## src/rtl/sysreg_pkg.sv

```systemverilog
// sysreg_pkg
// Shared types and constants for the system-register write controller.
//   SYSREG_SEL_MODULE : sel_module encoding of sysreg instructions
//   sysreg_state_t    : controller state (IDLE / PEND)
//   sysreg_pend_t     : pending-entry layout at the default geometry
// The top module declares a parametrised twin of sysreg_pend_t so that
// non-default IDX_W/DATA_W keep exact widths.
package sysreg_pkg;

  localparam logic [2:0] SYSREG_SEL_MODULE = 3'b101;

  localparam int SYSREG_NUM_DEF    = 8;
  localparam int SYSREG_IDX_W_DEF  = 3;
  localparam int SYSREG_DATA_W_DEF = 32;

  typedef enum logic {
    IDLE = 1'b0,
    PEND = 1'b1
  } sysreg_state_t;

  typedef struct packed {
    logic [SYSREG_IDX_W_DEF-1:0]  num;
    logic [SYSREG_DATA_W_DEF-1:0] data;
  } sysreg_pend_t;

endpackage

```

## src/rtl/sysreg_wr_ctrl_onehot_dec.sv

```systemverilog
// sysreg_onehot_dec
// Index to one-hot decoder for the system-register write enables.
// Ports:
//   i_en     : decode enable; vector is zero when low
//   i_idx    : register index
//   o_onehot : one-hot enable, zero when i_idx >= NUM_SYSREG
// Purely combinational.
module sysreg_onehot_dec
  import sysreg_pkg::*;
#(
  parameter int NUM_SYSREG = SYSREG_NUM_DEF,
  parameter int IDX_W      = SYSREG_IDX_W_DEF
) (
  input  logic                  i_en,
  input  logic [IDX_W-1:0]      i_idx,
  output logic [NUM_SYSREG-1:0] o_onehot
);

  // Only indices below NUM_SYSREG have a bit, so out-of-range indices
  // decode to all-zero instead of wrapping onto a real register.
  always_comb begin
    o_onehot = '0;
    for (int i = 0; i < NUM_SYSREG; i++) begin
      o_onehot[i] = i_en && (i_idx == IDX_W'(i));
    end
  end

endmodule

```

## src/rtl/sysreg_wr_ctrl.sv

```systemverilog
// sysreg_wr_ctrl
// Registered system-register write-enable generator. Merges control-packet
// writes and sysreg-instruction writes into one registered one-hot enable
// plus data, with packet priority and a one-entry pending buffer.
// Ports:
//   clk, rst_n             : clock, async active-low reset
//   pkt_wen_i/num_i/data_i : control-packet write request
//   ins_wen_i/num_i/data_i : sysreg-instruction write request
//   stall_o                : pending buffer full, upstream holds its instr
//   sysreg_wen_vctr_o      : one-hot write enable (registered)
//   sysreg_wdata_o         : write data aligned with the enable
//   sysreg_w_terminate_o   : pulse aligned with a control-packet write
//   err_o                  : sticky out-of-range flag (SYSREG_WR_ERR_EN only)
// Build option: define SYSREG_WR_ERR_EN to add err_o.
//
// state | meaning
// IDLE  | pending buffer empty
// PEND  | pending buffer holds a deferred instruction write
module sysreg_wr_ctrl
  import sysreg_pkg::*;
#(
  parameter int NUM_SYSREG = SYSREG_NUM_DEF,
  parameter int IDX_W      = SYSREG_IDX_W_DEF,
  parameter int DATA_W     = SYSREG_DATA_W_DEF
) (
  input  logic                  clk,
  input  logic                  rst_n,
  input  logic                  pkt_wen_i,
  input  logic [IDX_W-1:0]      pkt_num_i,
  input  logic [DATA_W-1:0]     pkt_data_i,
  input  logic                  ins_wen_i,
  input  logic [IDX_W-1:0]      ins_num_i,
  input  logic [DATA_W-1:0]     ins_data_i,
  output logic                  stall_o,
  output logic [NUM_SYSREG-1:0] sysreg_wen_vctr_o,
  output logic [DATA_W-1:0]     sysreg_wdata_o,
  output logic                  sysreg_w_terminate_o
`ifdef SYSREG_WR_ERR_EN
  ,
  output logic                  err_o
`endif
);

  typedef struct packed {
    logic [IDX_W-1:0]  num;
    logic [DATA_W-1:0] data;
  } pend_t;

  sysreg_state_t r_state;
  pend_t         r_pend;
  logic          r_stall;
  logic [NUM_SYSREG-1:0] r_wen_vctr;
  logic [DATA_W-1:0]     r_wdata;
  logic                  r_term;

  logic              w_iss_en;
  logic [IDX_W-1:0]  w_iss_num;
  logic [DATA_W-1:0] w_iss_data;
  logic              w_iss_term;
  logic              w_capture;
  sysreg_state_t     w_next_state;
  logic              w_oor;
  logic [NUM_SYSREG-1:0] w_dec_vctr;

  // Issue mux: packets always win; a deferred instruction goes out on the
  // first packet-free cycle.
  always_comb begin
    w_iss_en     = 1'b0;
    w_iss_num    = '0;
    w_iss_data   = '0;
    w_iss_term   = 1'b0;
    w_capture    = 1'b0;
    w_next_state = r_state;
    case (r_state)
      IDLE: begin
        if (pkt_wen_i) begin
          w_iss_en   = 1'b1;
          w_iss_num  = pkt_num_i;
          w_iss_data = pkt_data_i;
          w_iss_term = 1'b1;
          if (ins_wen_i) begin
            w_capture    = 1'b1;
            w_next_state = PEND;
          end
        end else if (ins_wen_i) begin
          w_iss_en   = 1'b1;
          w_iss_num  = ins_num_i;
          w_iss_data = ins_data_i;
        end
      end
      PEND: begin
        w_iss_en = 1'b1;
        if (pkt_wen_i) begin
          w_iss_num  = pkt_num_i;
          w_iss_data = pkt_data_i;
          w_iss_term = 1'b1;
        end else begin
          w_iss_num    = r_pend.num;
          w_iss_data   = r_pend.data;
          w_next_state = IDLE;
        end
      end
      default: w_next_state = IDLE;
    endcase
  end

  assign w_oor = w_iss_en && (int'(w_iss_num) >= NUM_SYSREG);

  sysreg_onehot_dec #(
    .NUM_SYSREG (NUM_SYSREG),
    .IDX_W      (IDX_W)
  ) u_dec (
    .i_en     (w_iss_en),
    .i_idx    (w_iss_num),
    .o_onehot (w_dec_vctr)
  );

  always_ff @(posedge clk or negedge rst_n) begin
    if (!rst_n) begin
      r_state    <= IDLE;
      r_pend     <= '0;
      r_stall    <= 1'b0;
      r_wen_vctr <= '0;
      r_wdata    <= '0;
      r_term     <= 1'b0;
    end else begin
      r_state    <= w_next_state;
      r_stall    <= (w_next_state == PEND);
      r_wen_vctr <= w_dec_vctr;
      // Dropped writes carry no data so the output bus stays quiet.
      r_wdata    <= w_oor ? '0 : w_iss_data;
      r_term     <= w_iss_term;
      if (w_capture) begin
        r_pend.num  <= ins_num_i;
        r_pend.data <= ins_data_i;
      end
    end
  end

  assign stall_o              = r_stall;
  assign sysreg_wen_vctr_o    = r_wen_vctr;
  assign sysreg_wdata_o       = r_wdata;
  assign sysreg_w_terminate_o = r_term;

`ifdef SYSREG_WR_ERR_EN
  logic r_err;

  always_ff @(posedge clk or negedge rst_n) begin
    if (!rst_n) begin
      r_err <= 1'b0;
    end else if (w_oor) begin
      r_err <= 1'b1;
    end
  end

  assign err_o = r_err;
`endif

endmodule

```

## config.mk

```make
export PLATFORM = sky130hd
export DESIGN_NAME = sysreg_wr_ctrl
export DESIGN_NICKNAME = d
export VERILOG_FILES = /design/src/rtl/sysreg_pkg.sv /design/src/rtl/sysreg_wr_ctrl_onehot_dec.sv /design/src/rtl/sysreg_wr_ctrl.sv
export SDC_FILE = /design/constraint.sdc
export NUM_CORES = 1
export LEC_CHECK = 0
export BUFFER_PORTS_ARGS = -buffer_cell sky130_fd_sc_hd__buf_2
export CAP_MARGIN = 0
export CORE_MARGIN = 4
export CORE_UTILIZATION = 45
export DETAILED_ROUTE_END_ITERATION = 7
export HOLD_SLACK_MARGIN = 0.1
export PLACE_DENSITY = 0.73
export RECOVER_POWER = 25
export SLEW_MARGIN = 10
export SYNTH_ARGS = -nofsm -noshare
export SYNTH_HDL_FRONTEND = slang
export SYNTH_SLANG_ARGS = --single-unit
export TNS_END_PERCENT = 30
```

## constraint.sdc

```tcl
create_clock -name clk -period 3.5 [get_ports clk]
set_clock_uncertainty 0.2 [all_clocks]
set_input_delay 0.35 -clock clk [delete_from_list [all_inputs] [get_ports clk]]
set_output_delay 0.35 -clock clk [all_outputs]
set_load 0.02 [all_outputs]
```

==> results.tsv, run 1 <==
metric	value	unit
Post-Syn Area	3270	sq um
CP Capture Type	flip-flop	
status	finished clean	
Tightest Pin Transition	1170	ps
Pwr per Cell Area	493	nW/um^2
Synth top area share	0.589	
post-synthesis xor/xnor area fraction	0	
largest net degree at the start of global routing	78	
crit-path max FO	45	
Max Cap Viol	0	
PnR Total Power	2.36	mW
Num Clock Sinks	77	
initial drt markers	140	
die area	8700	sq um
drt pass-1 iters	4	
CTS Buf Count	9	
post-route ant nets	0	
global-route wire length before repair	13500	um
die width	93.3	um
Critical Path AT	2710	ps
Ys Warns	0	
critical path cell sequence	buf_2 -> clkbuf_1 -> nand2_1 -> o21ai_0 -> dlygate4sd3_1	
cell taking the most area after synthesis	dfrtp_1	
dominant cells by area after synthesis	dfrtp_1 (59%), mux2_4 (14%), a22oi_1 (7.6%)	
I/O pin cnt	116	
initial antenna violation count	0	
Hold/Removal Path Class	input pin to flip-flop	
cells after synthesis	258	
hpwl dp	4900	um
share of layout cells above drive strength 1	0.293	
fin nets	512	
Final period util	0.750	
Top Family by Delay on Critical Path	buffers and inverters	
Mean Syn Cell Area	12.7	sq um
crit path kind	input pin to flip-flop	
Synth-to-Final Area Change	46.1	%
Slew headroom	0.221	
largest family of logic cells by synthesized area	multiplexers	
#FFs+latches synth	77	
CP bufs+invs	3	
area share of fa/ha/maj cells after synthesis	0	
Setup Viol. Count Final	0	
crit start category	input pin	
most common cell after layout, fill and taps aside	dfrtp_1	
Post-Synth Simple-Gate Area	0.0754	
Global Route Usage Sum	0.202	
clk_lat worst skew	340	ps
grt total ovfl	0	
H-tree Lvls	3	
Site Rows	30	
Fin. Hold Viols	0	
setup ws final	875	ps
post-CTS sizing	0	
Synth Area in Compound Gates	0.143	
DRC	0	
I/O Buffers	115	
via density per instance	5.00	
TNS Setup	0	ps
clk slew on worst S/H paths	80	ps
Final Util	0.688	
sequential area share after synthesis	0.589	
Leak	2.27	nW
max incr delay on CP	930	ps
Worst EP required	3590	ps
worst vdd ir	0.000199	V
Post-Syn Nets	332	
library cells used by synthesis	25	
RSZ-0062 raised after global routing	false	
postcts setup bufs	0	
WL/cell	15.9	um
total core area	6940	sq um
final WL	8600	um
number of global-route vias before repair	2779	
Setup WS pre-CTS	1250	ps
slowest cell on the critical path	clkbuf_1	
Initial Utilization	0.471	
most frequent cells in the layout	dfrtp_1 (77), buf_2 (73), dlygate4sd3_1 (70)	
global placement routability congestion	0.825	
final slew viol count	0	
Highest Clock Rate	381	MHz
Die Y	93.3	um
clock buffer depth	2	
Root Driver	clkbuf_8	
hold-fix buffers at CTS	70	
mux cell area share after synthesis	0.155	
Vias	2699	
worst hold margin	147	ps
Final Critical Period	2630	ps
CTS tree	yes	
cell usage after synthesis (all sizes together):
| cell | number |
|---|---|
| clkbuf | 4 |
| o31ai | 1 |
| nor3 | 6 |
| buf | 15 |
| and3b | 1 |
| o21a | 1 |
| nor4b | 1 |
| o21ai | 32 |
| a22o | 3 |
| and4 | 1 |
| nor2b | 2 |
| nand2 | 34 |
| or3 | 1 |
| a22oi | 33 |
| dfrtp | 77 |
| a21oi | 4 |
| nor3b | 1 |
| nand3b | 3 |
| inv | 3 |
| mux2 | 35 |
final timing paths:
kind	startpoint	endpoint	slack (ps)	cells past startpoint
worst min-delay path	ins_wen_i	stall_o	150	2
min in group asynchronous	rst_n	sysreg_wdata_o[22]	510	2
worst max-delay path	pkt_wen_i	sysreg_wdata_o[31]	870	5
max in group asynchronous	rst_n	r_pend[33]	2000	2
worst max register to register	stall_o	r_pend[26]	1440	4
worst min register to register	r_pend[32]	r_pend[32]	320	1
report_power, final:
part / switching (mW) / internal, mW
clock network: 0.323 / 0.492
registers: 0.0601 / 1.01
logic: 0.225 / 0.246
total: 0.608 / 1.75
worst register-to-register path: stages (launching register included):
cell     delay [ps]
dfrtp_1         400
nor2b_2         100
buf_4           330
nand2_4         440
mux2_4          480
layout make-up:
cell class | instances | area, sq um
antenna | 1 | 2.50
fill | 531 | 2160
sequential | 77 | 1930
tap | 96 | 120
inverter | 3 | 11.3
timing repair buffer | 188 | 1250
clock inverter | 6 | 110
multi-input combinational | 159 | 1220
clock buffer | 10 | 138
cell families after synthesis:
logic type | Yosys count
buf+inv | 22
simple gates | 50
mux | 35
compound gates | 74
flops | 77
registers in the layout (all words and copies together) (netlist names):
| signal | cells |
|---|---|
| sysreg_w_terminate_o | 1 |
| stall_o | 1 |
| r_pend | 35 |
| sysreg_wdata_o | 32 |
| sysreg_wen_vctr_o | 8 |
per-stage QoR:
| step | cell area, sq um | instances |
|---|---|---|
| final | 4780 | 540 |
| after global routing | 4780 | 539 |
| after CTS | 4830 | 539 |
| after detailed placement | 3880 | 453 |
| after global placement | 3880 | 453 |
| after floorplan | 3270 | 258 |
metal layers:
layer / up-vias / GRT usage / routed length, um
met5: - / 0 / 0
met4: 0 / 0.0928 / 147
met3: 16 / 0.0402 / 418
met2: 104 / 0.343 / 4380
met1: 1299 / 0.246 / 3650
li1: 1280 / - / -
Note: power is estimated with default switching activity, not from simulation.
==> run 2, diff against run 1 <==
Settings changed: PLACE_DENSITY 0.73 to 0.76.
Clock period 3.5 ns to 2.2 ns, I/O delays scaled along.
==> results.tsv, run 2 <==
metric	value	unit
hpwl dp	5230	um
Initial Utilization	0.471	
#FFs+latches synth	77	
I/O Buffers	115	
Die Y	93.3	um
asr flop ratio synth	1.00	
post-CTS sizing	0	
library cells used by synthesis	25	
ys flop type	dfrtp_1	
global placement routability congestion	0.828	
Stopped at	clock tree synthesis	
status	aborted with a tool error	
Post-synth EDFFs	0	
stop err	[ERROR RSZ-0060] Max buffer count reached.	
Site Rows	30	
cell with the most instances after synthesis	dfrtp_1	
placed insts	458	
cells after synthesis	258	
Ys Warns	0	
CTS Buf Count	9	
Post-Syn Nets	332	
clock buffer depth	2	
Synth top area share	0.589	
Root Driver	clkbuf_8	
H-tree Lvls	3	
Mean Syn Cell Area	12.7	sq um
Commonest cells post-synth	dfrtp_1 (77), a22oi_1 (33), nand2_1 (33)	
dominant cells by area after synthesis	dfrtp_1 (59%), mux2_4 (14%), a22oi_1 (7.6%)	
die width	93.3	um
hold-fix buffers at CTS	101	
Post-Syn Area	3270	sq um
sequential area share after synthesis	0.589	
postcts setup bufs	0	
I/O pin cnt	116	
Num Clock Sinks	77	
cell taking the most area after synthesis	dfrtp_1	
run 2: logic make-up after synthesis:
family | after synthesis | synth area share
DFF | 77 | 0.589
AOI/OAI and AO/OA | 74 | 0.143
and+or+nand+nor | 50 | 0.0754
buffers and inverters | 22 | 0.0371
muxes | 35 | 0.155
run 2: per-stage QoR:
stage | util | setup WS (ps) | instance area [sq um]
3_3_place_gp | 0.566 | 546 | 3930
2_1_floorplan | - | 558 | 3270
3_5_place_dp | 0.566 | 500 | 3930
==> run 3, diff against run 2 <==
Settings changed: CORE_UTILIZATION 45 to 30, HOLD_SLACK_MARGIN 0.1 to unset, PLACE_DENSITY 0.76 to unset, PLACE_DENSITY_LB_ADDON set to 0.15.
Clock period 2.2 ns to 2.9 ns, I/O delays scaled along.
==> results.tsv, run 3 (same netlist as run 1, synthesis figures left out) <==
metric	value	unit
placed insts	494	
Slew headroom	0.115	
post-CTS sizing	0	
initial antenna violation count	0	
crit start category	input pin	
fin nets	511	
Clk pwr share	0.283	
Pwr per Cell Area	541	nW/um^2
Leak	2.23	nW
antenna diode count	0	
initial drt markers	90	
status	finished clean	
hpwl dp	4900	um
share of layout cells above drive strength 1	0.285	
final WL	7940	um
Hold Startpoint	ins_wen_i	
Worst EP required	2900	ps
Critical path origin	pkt_wen_i	
multi-input logic area	1230	sq um
Global Route Usage Sum	0.131	
via density per instance	4.42	
total core area	10500	sq um
reg2reg start	stall_o	
clk_lat worst skew	330	ps
Final period util	0.741	
sw power	0.696	mW
global placement routability congestion	0.745	
postcts setup bufs	0	
die width	112	um
Vias	2552	
hold-fix buffers at CTS	68	
Tightest Pin Transition	1330	ps
Hold/Removal Path Class	input pin to flip-flop	
Die Y	112	um
Num Clock Sinks	77	
grt total ovfl	0	
Site Rows	37	
CTS Buf Count	9	
Highest Clock Rate	465	MHz
Setup Viol. Count Final	0	
combinational share of power	0.215	
drt pass-1 iters	4	
die area	12600	sq um
number of global-route vias before repair	2766	
WL/cell	13.7	um
clk slew on worst S/H paths	70	ps
switching share of power	0.271	
Fin. Hold Viols	0	
H-tree Lvls	3	
setup ws final	751	ps
final slew viol count	0	
Initial Utilization	0.313	
Final Critical Period	2150	ps
DRC	0	
clock buffer depth	2	
Pint	1.87	mW
largest net degree at the start of global routing	78	
I/O pin cnt	116	
most common cell after layout, fill and taps aside	dfrtp_1	
post-route ant nets	0	
Largest Register	r_pend	
Setup WS pre-CTS	1070	ps
RSZ-0062 raised after global routing	false	
FF/Latch Area	1930	sq um
Synth-to-Final Area Change	45.0	%
Max Cap Viol	0	
Critical Path AT	2140	ps
CTS tree	yes	
Root Driver	clkbuf_8	
TNS Setup	0	ps
Sequential Power Share	0.502	
most frequent cells in the layout	dfrtp_1 (77), buf_2 (72), dlygate4sd3_1 (68)	
crit-path max FO	41	
final cell count without fillers	578	
I/O Buffers	115	
worst vdd ir	0.000210	V
fill count	1057	
max FFs per register	35	
global-route wire length before repair	13400	um
crit path kind	input pin to flip-flop	
CP Capture Type	flip-flop	
==> run 3: final cells by class <==
| cell class | count | area share |
|---|---|---|
| sequential | 77 | 0.406 |
| timing repair buffer | 187 | 0.260 |
| multi-input combinational | 159 | 0.259 |
| tap | 136 | 0.0359 |
| clock buffer | 15 | 0.0351 |
| inverter | 3 | 0.00237 |
| clock inverter | 1 | 0.00106 |
==> run 3: power by group through the flow <==
stage / Combinational, mW / Clock [mW] / Sequential (mW)
finish: 0.553 / 0.725 / 1.29
global route: 0.610 / 0.821 / 1.30
CTS: 0.576 / 0.770 / 1.28
detailed placement: 0.508 / 0 / 1.30
global placement: 0.497 / 0 / 1.30
floorplan: 0.265 / 0 / 1.36
==> run 3: worst paths after layout <==
check,endpoint,slack [ps],depth (start not counted)
setup / recovery,sysreg_wdata_o[21],750,4
hold / removal,stall_o,80,2
setup reg to reg,sysreg_wen_vctr_o[4],1040,4
hold reg to reg,r_pend[0],310,1
max in group asynchronous,r_pend[17],1390,2
min in group asynchronous,sysreg_wen_vctr_o[7],460,2
==> run 3: worst max-delay path, cell delays in order <==
cell,delay (ps)
clkbuf_1,160
clkbuf_1,990
buf_4,510
o21ai_0,170
==> run 3: per-stage QoR <==
step	hold slack (ps)	cell area, sq um	power, mW	utilization
finish	84.6	4740	2.57	0.453
global route	64.2	4740	2.74	0.453
CTS	62.3	4800	2.63	0.459
detailed placement	294	3950	1.81	0.377
global placement	289	3950	1.80	0.377
floorplan	-206	3270	1.63	-
==> run 3: per-layer routing <==
layer  up-vias  GRT usage  part of all wire
met5         -          0                 0
met1      1187      0.181              0.48
met4         0     0.0433            0.0086
met2        83      0.198              0.44
li1       1277          -                 -
met3         5     0.0399             0.068
==> run 4, diff against run 3 <==
Clock period 2.9 ns to 2.2 ns, I/O delays scaled along.
==> results.tsv, run 4 (same netlist as run 1, synthesis figures left out) <==
metric	value	unit
Tightest Pin Transition	1050	ps
Hold/Removal Path Class	input pin to flip-flop	
I/O pin cnt	116	
max FFs per register	35	
RSZ-0062 raised after global routing	false	
Max Cap Viol	0	
Highest Clock Rate	482	MHz
Final period util	0.944	
Largest Register	r_pend	
max incr delay on CP	570	ps
critical path cell sequence	nor2b_4 -> buf_6 -> a22oi_1 -> o21ai_0 -> dlygate4sd3_1	
share of layout cells above drive strength 1	0.378	
Pwr per Cell Area	690	nW/um^2
final WL	8120	um
grt total ovfl	0	
CP Capture Type	flip-flop	
slowest cell on the critical path	dlygate4sd3_1	
post-route ant nets	0	
final slew viol count	0	
Initial Utilization	0.313	
fin nets	533	
worst hold margin	27.0	ps
Vias	2679	
Synth-to-Final Area Change	53.4	%
PnR Total Power	3.46	mW
Fin. Hold Viols	0	
Global Route Usage Sum	0.134	
CTS tree	yes	
Leak	2.48	nW
hpwl dp	5250	um
fill count	974	
clk slew on worst S/H paths	80	ps
crit start category	flip-flop	
die area	12600	sq um
crit path kind	flip-flop to flip-flop	
Worst EP required	2280	ps
Root Driver	clkbuf_8	
die width	112	um
antenna diode count	0	
Num Clock Sinks	77	
H-tree Lvls	3	
Site Rows	37	
post-layout instance area	5020	sq um
clk_lat worst skew	330	ps
multi-input logic area	1230	sq um
Die Y	112	um
total core area	10500	sq um
Slew headroom	0.299	
crit-path max FO	31	
status	finished clean	
drt pass-1 iters	4	
DP Area	3990	sq um
Top Family by Delay on Critical Path	buffers and inverters	
most common cell after layout, fill and taps aside	buf_2	
DRC	0	
initial drt markers	124	
initial antenna violation count	0	
Final Critical Period	2080	ps
worst vdd ir	0.000249	V
via density per instance	4.47	
I/O Buffers	115	
CP bufs+invs	2	
WL/cell	13.5	um
TNS Setup	0	ps
number of global-route vias before repair	2979	
largest net degree at the start of global routing	78	
Critical Path AT	2150	ps
FF/Latch Area	1930	sq um
most frequent cells in the layout	buf_2 (114), dlygate4sd3_1 (86), dfrtp_1 (77)	
global placement routability congestion	0.749	
Setup Viol. Count Final	0	
global-route wire length before repair	14000	um
CTS Buf Count	9	
clock buffer depth	2	
run 4: final cells by class:
type	instances	share of cell area
clock buffers	12	0.0309
clock inverters	3	0.00424
repair buffers	209	0.300
inverters	3	0.00224
flip-flops and latches	77	0.384
well taps	136	0.0339
multi-input cells	159	0.245
run 4: path summary, 6_finish.rpt:
| check | startpoint | endpoint | slack, ps | cells after the start |
|---|---|---|---|---|
| worst max-delay path | stall_o | sysreg_wdata_o[23] | 120 | 5 |
| worst min-delay path | ins_wen_i | stall_o | 30 | 2 |
| worst max register to register | stall_o | sysreg_wdata_o[23] | 120 | 5 |
| worst min register to register | r_pend[31] | r_pend[31] | 310 | 1 |
| max in group asynchronous | rst_n | r_pend[15] | 590 | 3 |
| min in group asynchronous | rst_n | sysreg_wen_vctr_o[7] | 550 | 3 |
run 4: layer usage:
metal	global-route usage	vias to the layer above	wire length [um]
li1	-	1323	-
met1	0.181	1272	3840
met2	0.218	79	3760
met3	0.0356	5	458
met4	0.0296	0	57
met5	0	-	0
run 4: where the power goes:
part	switching (mW)	leakage, nW	internal [mW]
clock	0.498	0.0884	0.466
sequential	0.0901	0.940	1.61
combinational	0.351	1.46	0.450
total	0.939	2.48	2.52
run 4: worst register-to-register path, cell delays in order (launching register included):
cell           delay [ps]
dfrtp_1               500
nor2b_4               200
buf_6                 270
a22oi_1               120
o21ai_0               170
dlygate4sd3_1         570
run 4: what timing repair did:
action | in CTS | in global routing
hold buffers | 86 | 0
setup buffers | 0 | 0
hold endpoints to repair | 148 | 0
endpoints found under the setup margin | 0 | 15
resized for setup | 0 | 1
run 4: through the flow:
step           instances  setup WS [ps]   util
2_1_floorplan        258            558      -
3_3_place_gp         498            487  0.381
3_5_place_dp         498            439  0.381
4_1_cts              599           58.6  0.480
5_1_grt              599           18.7  0.480
6_report             599            123  0.480
